$ cat src/rtl/stack_controller.sv
// stack_controller: multi-cycle fetch/decode/execute sequencer for the
// 8-bit stack-machine datapath. Opcode in instruction[7:5].
// Optional feature macro: STACK_CTRL_ICOUNT_EN adds the retired-instruction
// counter and its icount port.
module stack_controller #(
    parameter int OP_W  = 3,
    parameter int CNT_W = 16
) (
    input  logic             clk,
    input  logic             rst,
    input  logic [7:0]       instruction,
    input  logic             z,
    output logic             ld_pc,
    output logic             pc_src,
    output logic             ld_B,
    output logic             stack_src,
    output logic             push_sig,
    output logic             pop_sig,
    output logic             tos_sig,
    output logic             mem_write_sig,
    output logic [1:0]       alu_op
`ifdef STACK_CTRL_ICOUNT_EN
    ,
    output logic [CNT_W-1:0] icount
`endif
);

    typedef enum logic [3:0] {
        S_FETCH,
        S_DECODE,
        S_POP_A,
        S_POP_B,
        S_POP_N,
        S_WB,
        S_PUSH,
        S_POP_M,
        S_JZ_T,
        S_JZ_B
    } state_t;

    localparam logic [OP_W-1:0] OP_ADD  = OP_W'(0);
    localparam logic [OP_W-1:0] OP_SUB  = OP_W'(1);
    localparam logic [OP_W-1:0] OP_AND  = OP_W'(2);
    localparam logic [OP_W-1:0] OP_NOT  = OP_W'(3);
    localparam logic [OP_W-1:0] OP_PUSH = OP_W'(4);
    localparam logic [OP_W-1:0] OP_POP  = OP_W'(5);
    localparam logic [OP_W-1:0] OP_JMP  = OP_W'(6);
    localparam logic [OP_W-1:0] OP_JZ   = OP_W'(7);

    state_t          state_q;
    logic [OP_W-1:0] op_q;
    logic [OP_W-1:0] dec_op;

    // The jump target bits are consumed by the datapath PC mux, not here.
    logic unused_operand;
    assign unused_operand = ^instruction[4:0];

    assign dec_op = instruction[7 -: OP_W];

    // Sequencer: state register plus opcode latch taken in DECODE.
    always_ff @(posedge clk) begin
        if (rst) begin
            state_q <= S_FETCH;
            op_q    <= '0;
        end else begin
            case (state_q)
                S_FETCH:  state_q <= S_DECODE;
                S_DECODE: begin
                    op_q <= dec_op;
                    case (dec_op)
                        OP_ADD, OP_SUB, OP_AND: state_q <= S_POP_A;
                        OP_NOT:                 state_q <= S_POP_N;
                        OP_PUSH:                state_q <= S_PUSH;
                        OP_POP:                 state_q <= S_POP_M;
                        OP_JMP:                 state_q <= S_FETCH;
                        OP_JZ:                  state_q <= S_JZ_T;
                        default:                state_q <= S_FETCH;
                    endcase
                end
                S_POP_A:  state_q <= S_POP_B;
                S_POP_B:  state_q <= S_WB;
                S_POP_N:  state_q <= S_WB;
                S_JZ_T:   state_q <= S_JZ_B;
                default:  state_q <= S_FETCH;  // WB, PUSH, POP_M, JZ_B retire
            endcase
        end
    end

    // Control decode from state; everything is gated off while rst is high
    // so a reset mid-instruction can never leak a push, pop or write.
    // JZ_B reads z live because the datapath only updates it at the JZ_T edge.
    always_comb begin
        ld_pc         = 1'b0;
        pc_src        = 1'b0;
        ld_B          = 1'b0;
        stack_src     = 1'b0;
        push_sig      = 1'b0;
        pop_sig       = 1'b0;
        tos_sig       = 1'b0;
        mem_write_sig = 1'b0;
        alu_op        = 2'b00;
        if (!rst) begin
            alu_op = op_q[2] ? 2'b00 : op_q[1:0];
            case (state_q)
                S_DECODE: begin
                    if (dec_op == OP_JMP) begin
                        ld_pc  = 1'b1;
                        pc_src = 1'b1;
                    end
                end
                S_POP_A: begin
                    tos_sig = 1'b1;
                    ld_B    = 1'b1;
                    pop_sig = 1'b1;
                end
                S_POP_B, S_POP_N: begin
                    tos_sig = 1'b1;
                    pop_sig = 1'b1;
                end
                S_WB: begin
                    stack_src = 1'b1;
                    push_sig  = 1'b1;
                    ld_pc     = 1'b1;
                end
                S_PUSH: begin
                    push_sig = 1'b1;
                    ld_pc    = 1'b1;
                end
                S_POP_M: begin
                    tos_sig       = 1'b1;
                    mem_write_sig = 1'b1;
                    pop_sig       = 1'b1;
                    ld_pc         = 1'b1;
                end
                S_JZ_T: tos_sig = 1'b1;
                S_JZ_B: begin
                    ld_pc  = 1'b1;
                    pc_src = z;
                end
                default: ;
            endcase
        end
    end

`ifdef STACK_CTRL_ICOUNT_EN
    logic [CNT_W-1:0] icount_q;

    // Retired-instruction counter: one tick per ld_pc cycle, wraps naturally.
    always_ff @(posedge clk) begin
        if (rst) begin
            icount_q <= '0;
        end else if (ld_pc) begin
            icount_q <= icount_q + 1'b1;
        end
    end

    assign icount = icount_q;
`else
    localparam int unused_cnt_w = CNT_W;
`endif

endmodule

$ cat config.mk
export PLATFORM = sky130hd
export DESIGN_NAME = stack_controller
export DESIGN_NICKNAME = d
export VERILOG_FILES = /design/src/rtl/stack_controller.sv
export SDC_FILE = /design/constraint.sdc
export NUM_CORES = 1
export LEC_CHECK = 0
export ABC_AREA = 1
export BUFFER_PORTS_ARGS = -buffer_cell sky130_fd_sc_hd__buf_2
export CELL_PAD_IN_SITES_DETAIL_PLACEMENT = 0
export CELL_PAD_IN_SITES_GLOBAL_PLACEMENT = 1
export CORE_AREA = 5 5 48 50
export DETAILED_ROUTE_END_ITERATION = 8
export DIE_AREA = 0 0 53 55
export PLACE_DENSITY_LB_ADDON = 0.25
export SLEW_MARGIN = 25
export SYNTH_ARGS = -nofsm -noshare
export SYNTH_HDL_FRONTEND = slang
export SYNTH_SLANG_ARGS = --single-unit
$ cat constraint.sdc
create_clock -name clk -period 1.3 [get_ports clk]
set_input_delay 0.26 -clock clk [delete_from_list [all_inputs] [get_ports clk]]
set_output_delay 0.26 -clock clk [all_outputs]
set_load 0.01 [all_outputs]
==> run_results.csv, run 1 <==
group,metric,value,unit
finish,fillers,216,
cts,cts_tree,"done",
floorplan,row_count,16,
global_route,grt_pass1_wl,2.35,mm
global_route,antenna_found_initial,0,
yosys,ys_types,16,
yosys,synthCells,83,
timing,fin_crit,1.50,ns
floorplan,core_area,1860,um2
global_route,busiest_layer,"met2",
yosys,synth_ff_type,"dfxtp_1",
routing,drtIter0Drc,5,
routing,antenna_left,0,
routing,wl_per_cell,9.53,um
pwr,p_leak,0.382,nW
cts,cts.clk_slew.worst_paths,0.05,ns
floorplan,fp.dieH,55,um
finish,fin_nets,124,
timing,finalHoldViolCount,0,
yosys,synthMostInstantiatedCell,"nand2_1",
timing,worst_pin_slew,0.203,ns
yosys,synth_top_family_by_area,"simple AND/OR/NAND/NOR gates",
cts,clockBufferDepth,2,
yosys,mappedNetlistArea,485,um2
cts,cts_buffers,3,
yosys,synth.area.top_cells,"dfxtp_1 (29%), nand2_1 (13%), inv_1 (12%), nor2_1 (11%), a21oi_1 (7.2%)",
finish,area_growth,56.4,%
finish,diodes,0,
timing,fmax,666,MHz
yosys,synth_fa_ha_area_share,0,%
pwr,ir_drop,602,uV
setup_path,crit_required,1.04,ns
timing,fin_ws,-0.201,ns
floorplan,initial_utilization,26.1,%
timing,skew,0.00155,ns
floorplan,die_w,53,um
outcome,violations,"setup timing",
timing,rsz0062_at_grt,"true",
setup_path,r2r_start,"state_q[1]",
setup_path,critPathKind,"flip-flop to output port",
yosys,avgSynthCellArea,5.85,um2
yosys,synth_area_leader_cell,"dfxtp_1",
yosys,ys_warn_count,0,
yosys,synth_simple_gate_area_share,44.8,%
global_route,gr-usage-all-layers,11.3,%
global_route,grt_pass1_vias,575,
cts,cts-root-buf,"clkbuf_4",
worst_hold_path,min_from,"instruction[5]",
yosys,ys_ff_latch,7,
setup_path,critical_path.startpoint,"state_q[1]",
timing,max-slew-margin-rel,86.4,%
global_route,met3_usage,1.61,%
yosys,muxShareOfSynthArea,0,%
timing,fin_crit_sh,115,%
global_route,overflow,0,
cts,cts_hold_buffers,0,
cts,clk_latency,0.25,ns
yosys,synth_commonest_cells,"nand2_1 (17), inv_1 (15), nor2_1 (14)",
pwr,p_per_area,1590,nW/um2
placement,dp_hpwl,1.01,mm
routing,drc_errors,0,
floorplan,pin_count,21,
placement,io_buffer_count,15,
placement,place_ws,0.00846,ns
yosys,synth_compound_area_share,13.9,%
routing,wl,1.33,mm
outcome,status,"finished, violations left",
setup_path,cp-start-kind,"flip-flop",
global_route,grtUsageMet2,17.8,%
cts,cts.sinks,7,
routing,viasPerCell,4.17,
setup_path,end_kind,"output port",
yosys,synthesis.nets,94,
setup_path,path_max_fanout,4,
yosys,synth_top_area_share,28.9,%
floorplan,dieArea,2920,um2
global_route,grt_util_met1,13.8,%
placement,gp_congestion,0.653,
yosys,yosysSeqAreaShare,28.9,%
setup_path,critPathArrivalTime,1.24,ns
global_route,grt_max_degree,8,
routing,via_count,580,
timing,setup_viol,8,
yosys,ys_async_sr_fraction,0,%
flow_run,maxCapViolCount,0,
timing,holdWs,0.310,ns
yosys,synth_edf_count,0,
timing,report.final.slew_viol_count,0,
worst_hold_path,hp-class,"primary input to flip-flop",
finish,drive_gt1_share,48.2,%
cts,cts.htree.levels,1,
routing,drtPass1Iterations,4,
pwr,p_total,1.20,mW
yosys,synth_xor_area_share,0,%
stage by stage:
step	area, um2	std cells	utilization [%]	setup TNS [ns]
finish	759	139	40.8	-1.26
global route	759	139	40.8	-2.04
CTS	731	139	39.2	-1.35
detailed placement	666	134	35.8	0
global placement	666	134	35.8	0
floorplan	485	83	-	0
cell usage in the layout, fill, tap and decap left out, types with 3 or more instances in the layout:
| cell | netlist | routed |
|---|---|---|
| a21oi_1 | 7 | 5 |
| inv_1 | 15 | 11 |
| nor2_1 | 14 | 10 |
| buf_2 | 0 | 14 |
| o21ai_0 | 4 | 3 |
| nand2_2 | 2 | 6 |
| clkbuf_4 | 0 | 3 |
| nor2_2 | 2 | 6 |
| dfxtp_4 | 0 | 3 |
| dfxtp_1 | 7 | 3 |
| nand2_1 | 17 | 13 |
| buf_4 | 0 | 10 |
| nand3_1 | 6 | 5 |
repair_timing:
action                     4_1_cts  5_1_grt
pin swaps                        2        2
gates resized for setup         17       10
setup buffers                    1        0
setup endpoints to repair        8        8
gates cloned                     0        0
layout make-up:
cell class	count	area [um2]	area share (%)
clock buffer	4	26.3	3.46
inverter	15	61.3	8.07
multi-input combinational	60	318	41.8
sequential	7	153	20.1
tap	27	33.8	4.45
timing repair buffer	26	168	22.1
state kept, by name, summed over array words and instances (netlist names):
name	count
op_q	3
state_q	4
power by group:
part           internal, mW  switching [mW]  leakage [nW]
sequential            0.298          0.0688        0.0600
combinational         0.280           0.359         0.307
clock                 0.117          0.0813        0.0150
critical path, cell delays in order, from the launching register on:
cell and delay (ns):
dfxtp_4 0.36, inv_2 0.05, nand2_2 0.07, nor2_4 0.11, nand3b_1 0.13, a21oi_2 0.13
buf_2 0.13
final timing paths:
check,slack (ns),endpoint,cells past startpoint
worst max register to register,0.20,state_q[0],7
worst min-delay path,0.31,state_q[3],3
worst min register to register,0.45,op_q[1],2
worst max-delay path,-0.20,pc_src,6
metal layers:
metal	vias up	routed length (um)
met4	0	44
met2	13	585
met1	245	648
met3	5	47
met5	-	0
li1	317	-
logic make-up after synthesis:
kind of cell | count (synthesis)
simple gates | 47
buf+inv | 16
compound gates | 13
flops | 7
Note: power is estimated with default switching activity, not from simulation.
==> inputs of run 2 (changes only) <==
- CORE_AREA: 5 5 48 50 -> 5 5 45 54
- DIE_AREA: 0 0 53 55 -> 0 0 50 59
- SETUP_SLACK_MARGIN: not set -> 0.4
==> run 2 against run 1 <==
The run still ends with setup timing left. Sequential share of layout area is 1.3 points lower. Setup slack worse by 0.0078 ns. Cell count decreased by 5.8%. Die area rose by 1.2%. Total power grew 14%. Fmax shrank 0.52%. Combinational power rose by 24%. Critical endpoint is now ld_pc. Largest cell class unchanged.
==> run_results.csv, run 2 (synthesis results as in run 1) <==
group,metric,value,unit
setup_path,path_max_fanout,3,
placement,placed_area,697,um2
setup_path,cp-start-kind,"flip-flop",
finish,diodes,0,
routing,drtPass1Iterations,2,
routing,antenna_left,0,
timing,fin_setup_tns,-1.32,ns
cts,cts.clk_slew.worst_paths,0.05,ns
finish,largest-register,"state_q",
routing,wl_per_cell,10.7,um
floorplan,pin_count,21,
cts,cts_tree,"done",
global_route,overflow,0,
timing,report.final.slew_viol_count,0,
floorplan,row_count,17,
finish,largestRegisters,"state_q x4, op_q x3",
finish,fillers,201,
finish,fin_util,45.9,%
finish,area.sequential,158,um2
placement,place_ws,0.0385,ns
global_route,grt_max_degree,9,
pwr,ir_drop,700,uV
finish,multiInputGateArea,380,um2
routing,wl,1.40,mm
timing,fin_crit,1.51,ns
global_route,antenna_found_initial,0,
timing,fin_ws,-0.209,ns
finish,layout_commonest_cell,"nand2_1",
outcome,violations,"setup timing",
outcome,status,"finished, violations left",
finish,final_cell_mix,"nand2_1 (12), buf_2 (11), nor2_1 (10)",
timing,skew,0.00378,ns
cts,clockBufferDepth,2,
timing,worst_pin_slew,0.166,ns
worst_hold_path,hp-class,"primary input to flip-flop",
setup_path,critPathArrivalTime,1.25,ns
cts,cts.sinks,7,
setup_path,path_cells,"inv_4 -> nand2_4 -> nor2_4 -> nand3b_1 -> a21oi_2 -> buf_2",
cts,cts-root-buf,"clkbuf_4",
cts,cts.htree.levels,1,
setup_path,cp_slowest_cell,"dfxtp_4",
global_route,grt_pass1_wl,2.46,mm
global_route,gr-usage-all-layers,10.7,%
timing,fin_crit_sh,116,%
cts,clk_latency,0.25,ns
placement,dp.cells,125,
setup_path,end_kind,"output port",
timing,max-slew-margin-rel,88.8,%
floorplan,core_area,1830,um2
setup_path,critPathMaxStageDelay,0.36,ns
timing,fmax,663,MHz
cts,cts_buffers,3,
finish,area_growth,72.9,%
flow_run,maxCapViolCount,0,
timing,setup_viol,8,
placement,dp_hpwl,1.14,mm
finish,drive_gt1_share,58.9,%
timing,holdWs,0.306,ns
routing,drtIter0Drc,3,
placement,io_buffer_count,15,
pwr,p_leak,0.404,nW
timing,finalHoldViolCount,0,
routing,via_count,591,
global_route,grt_pass1_vias,601,
routing,drc_errors,0,
routing,viasPerCell,4.51,
finish,final_area,840,um2
setup_path,critPathKind,"flip-flop to output port",
floorplan,initial_utilization,26.5,%
floorplan,fp.dieH,59,um
finish,fin_nets,124,
floorplan,dieArea,2950,um2
finish,largest_reg_flops,4,
finish,stdcell_count,131,
pwr,p_per_area,1640,nW/um2
setup_path,crit_required,1.04,ns
timing,rsz0062_at_grt,"true",
floorplan,die_w,50,um
placement,gp_congestion,0.831,
pwr,p_total,1.37,mW
run 2: cell types whose count changed in the layout (fill, tap and decap cells not counted), moves of 2 or more:
cell	before	now
buf_6	2	6
buf_2	14	11
o21ai_0	3	0
o21ai_2	0	3
dfxtp_1	3	1
inv_1	11	9
inv_2	2	4
nor2_2	6	4
nor2_4	2	4
run 2: final timing paths:
| check | startpoint | slack (ns) | end | cells after the start |
|---|---|---|---|---|
| max | state_q[2] | -0.21 | ld_pc | 6 |
| min | instruction[5] | 0.31 | op_q[0] | 3 |
| max reg2reg | state_q[1] | 0.19 | state_q[0] | 7 |
| min reg2reg | op_q[1] | 0.45 | op_q[1] | 2 |
run 2: repair_timing:
action / CTS / global route
hold buffers: 0 / 0
pin swaps: 5 / 9
resized for setup: 21 / 12
setup endpoints to repair: 17 / 17
buffers inserted: 1 / 1
hold endpoints to repair: 0 / 0
run 2: layout make-up:
| type | instances | area share (%) |
|---|---|---|
| Timing Repair Buffer | 26 | 22.7 |
| Tap cell | 19 | 2.83 |
| Clock buffer | 4 | 3.13 |
| Inverter | 15 | 7.30 |
| Multi-Input combinational cell | 60 | 45.3 |
| Sequential cell | 7 | 18.8 |
run 2: metal layers:
metal | up-vias | track usage (%) | wire length, um
li1 | 317 | - | -
met1 | 266 | 11.1 | 539
met2 | 8 | 19.7 | 806
met3 | 0 | 2.02 | 54
met4 | 0 | 5.62 | 0
met5 | - | 0 | 0
run 2: worst max-delay path, delay by kind of cell (launching register included):
family                 cells  cell delay, ns
AND/OR/NAND/NOR            3            0.30
AO/OA/AOI/OAI              1            0.14
buffers and inverters      2            0.20
flip-flops                 1            0.36
run 2: power breakdown:
group | internal (mW) | switching [mW]
combinational | 0.361 | 0.431
sequential | 0.309 | 0.0751
clock | 0.117 | 0.0795
total | 0.788 | 0.586
==> inputs of run 3 (changes only) <==
- clock period: 1.3 -> 1.55 ns (I/O delays scaled with it)
==> run 3 against run 2 <==
The run still ends with setup timing left. Clock skew is 0.00061 ns higher. Cell area shrank 1.9%. Register-to-register slack better by 0.23 ns. Utilization is 0.89 points lower. Sequential cell count stayed put. Via count grew 3.2%. Combinational power shrank 17%. Largest power group unchanged. Cell count down 0.76%. Clock power is 15% lower. Count of clock-buffer cells in the layout stayed put. Non-clock buffer count is 1 lower. Total power is 15% lower. Critical endpoint is now pc_src.
==> run_results.csv, run 3 (synthesis results as in run 1) <==
group,metric,value,unit
routing,antenna_left,0,
setup_path,crit_cells,6,
setup_path,r2r_start,"state_q[3]",
cts,cts_buffers,3,
finish,layout_commonest_cell,"buf_2",
setup_path,critical_path.startpoint,"state_q[2]",
pwr,ir_drop,591,uV
setup_path,critPathMaxStageDelay,0.36,ns
worst_hold_path,hp-class,"primary input to flip-flop",
timing,fin_crit,1.57,ns
placement,placed_area,619,um2
finish,largest-register,"state_q",
routing,wl_per_cell,11.2,um
finish,final_area,823,um2
outcome,status,"finished, violations left",
setup_path,crit_family,"flip-flops",
cts,cts-root-buf,"clkbuf_4",
finish,final_cell_mix,"buf_2 (13), nand2_1 (10), inv_1 (9)",
cts,cts_hold_buffers,0,
pwr,p_total,1.17,mW
finish,fin_nets,123,
placement,gp_congestion,0.751,
timing,max-slew-margin-rel,86.5,%
finish,drive_gt1_share,58.6,%
pwr,p_leak,0.407,nW
finish,area_growth,69.6,%
finish,fillers,186,
routing,drc_errors,0,
cts,clk_latency,0.25,ns
cts,cts_tree,"done",
floorplan,die_w,50,um
setup_path,cp_slowest_cell,"dfxtp_4",
cts,cts.sinks,7,
timing,fin_ws,-0.0187,ns
setup_path,path_buf_inv,2,
flow_run,maxCapViolCount,0,
timing,setup_viol,3,
placement,dp_hpwl,1.02,mm
global_route,overflow,0,
finish,multiInputGateArea,385,um2
routing,viasPerCell,4.69,
timing,fin_setup_tns,-0.0373,ns
placement,io_buffer_count,15,
finish,fin_util,45.0,%
timing,fin_crit_sh,101,%
timing,finalHoldViolCount,0,
routing,via_count,610,
routing,drtIter0Drc,1,
global_route,grt_pass1_vias,606,
routing,drtPass1Iterations,2,
setup_path,path_cells,"inv_4 -> nand2_4 -> nor2_4 -> nand3b_1 -> a21oi_2 -> buf_2",
timing,fmax,637,MHz
floorplan,fp.dieH,59,um
timing,skew,0.00439,ns
timing,rsz0062_at_grt,"true",
floorplan,initial_utilization,26.5,%
setup_path,path_max_fanout,3,
setup_path,cp-start-kind,"flip-flop",
setup_path,r2r_end,"op_q[1]",
finish,diodes,0,
setup_path,end_kind,"output port",
timing,report.final.slew_viol_count,0,
setup_path,ff2ff_setup_slack,0.42,ns
floorplan,core_area,1830,um2
finish,area.sequential,156,um2
finish,largestRegisters,"state_q x4, op_q x3",
setup_path,crit_required,1.24,ns
setup_path,worst-r2r-cell-count,6,
setup_path,setup.worst_path.end,"pc_src",
cts,cts.htree.levels,1,
global_route,antenna_found_initial,0,
floorplan,dieArea,2950,um2
setup_path,critPathKind,"flip-flop to output port",
floorplan,row_count,17,
outcome,violations,"setup timing",
global_route,gr-usage-all-layers,10.4,%
finish,largest_reg_flops,4,
floorplan,pin_count,21,
routing,wl,1.45,mm
cts,clockBufferDepth,2,
timing,worst_pin_slew,0.202,ns
global_route,grt_max_degree,13,
global_route,grt_pass1_wl,2.45,mm
cts,cts.clk_slew.worst_paths,0.06,ns
pwr,p_per_area,1420,nW/um2
setup_path,critPathArrivalTime,1.26,ns
-- run 3: changes by cell type in the layout (fill, tap and decap cells not counted), sizes merged --
cell / before / now
buf: 26 / 25
-- run 3: worst min path at each step --
stage                    from         end  depth (start not counted)  slack [ns]
2_1_floorplan         op_q[1]     op_q[1]                          2        0.43
3_3_place_gp          op_q[1]     op_q[1]                          2        0.44
3_5_place_dp          op_q[1]     op_q[1]                          2        0.45
4_1_cts        instruction[5]  state_q[3]                          3        0.35
5_1_grt        instruction[5]  state_q[3]                          3        0.37
6_report       instruction[5]  state_q[3]                          3        0.36
-- run 3: tightest hold or removal path: cells and delay by family --
kind	cells	cell delay (ns)
buf+inv	1	0.13
simple gates	1	0.08
compound gates	1	0.05
-- run 3: final cells by class --
cell class,count,area share [%]
Multi-Input combinational cell,60,46.8
Timing Repair Buffer,25,20.7
Sequential cell,7,19.0
Inverter,15,7.45
Clock buffer,4,3.19
Tap cell,19,2.89
-- run 3: report_power, final --
group	internal, mW	total, mW	switching, mW
Clock	0.0984	0.167	0.0691
Combinational	0.307	0.660	0.353
Sequential	0.258	0.341	0.0834
Total	0.663	1.17	0.506
-- run 3: routing by layer --
metal,global-route usage [%],vias to the layer above,wire length [um]
met4,6.37,0,0
li1,-,317,-
met2,19.4,9,818
met1,10.6,284,595
met3,1.76,0,39
met5,0,-,0
-- run 3: repair_timing --
| item | CTS | global route |
|---|---|---|
| endpoints found under the setup margin | 10 | 11 |
| buffers inserted | 5 | 4 |
| gates resized for setup | 18 | 17 |
| endpoints found under the hold margin | 0 | 0 |
| pin swaps | 7 | 7 |
-- run 3: stage by stage --
step           cells  hold slack, ns  worst slack (ns)
5_1_grt          130           0.365            -0.102
4_1_cts          126           0.349           -0.0333
3_3_place_gp     117           0.443             0.213
3_5_place_dp     117           0.447             0.202
2_1_floorplan     83           0.430             0.364
6_report         130           0.361           -0.0187
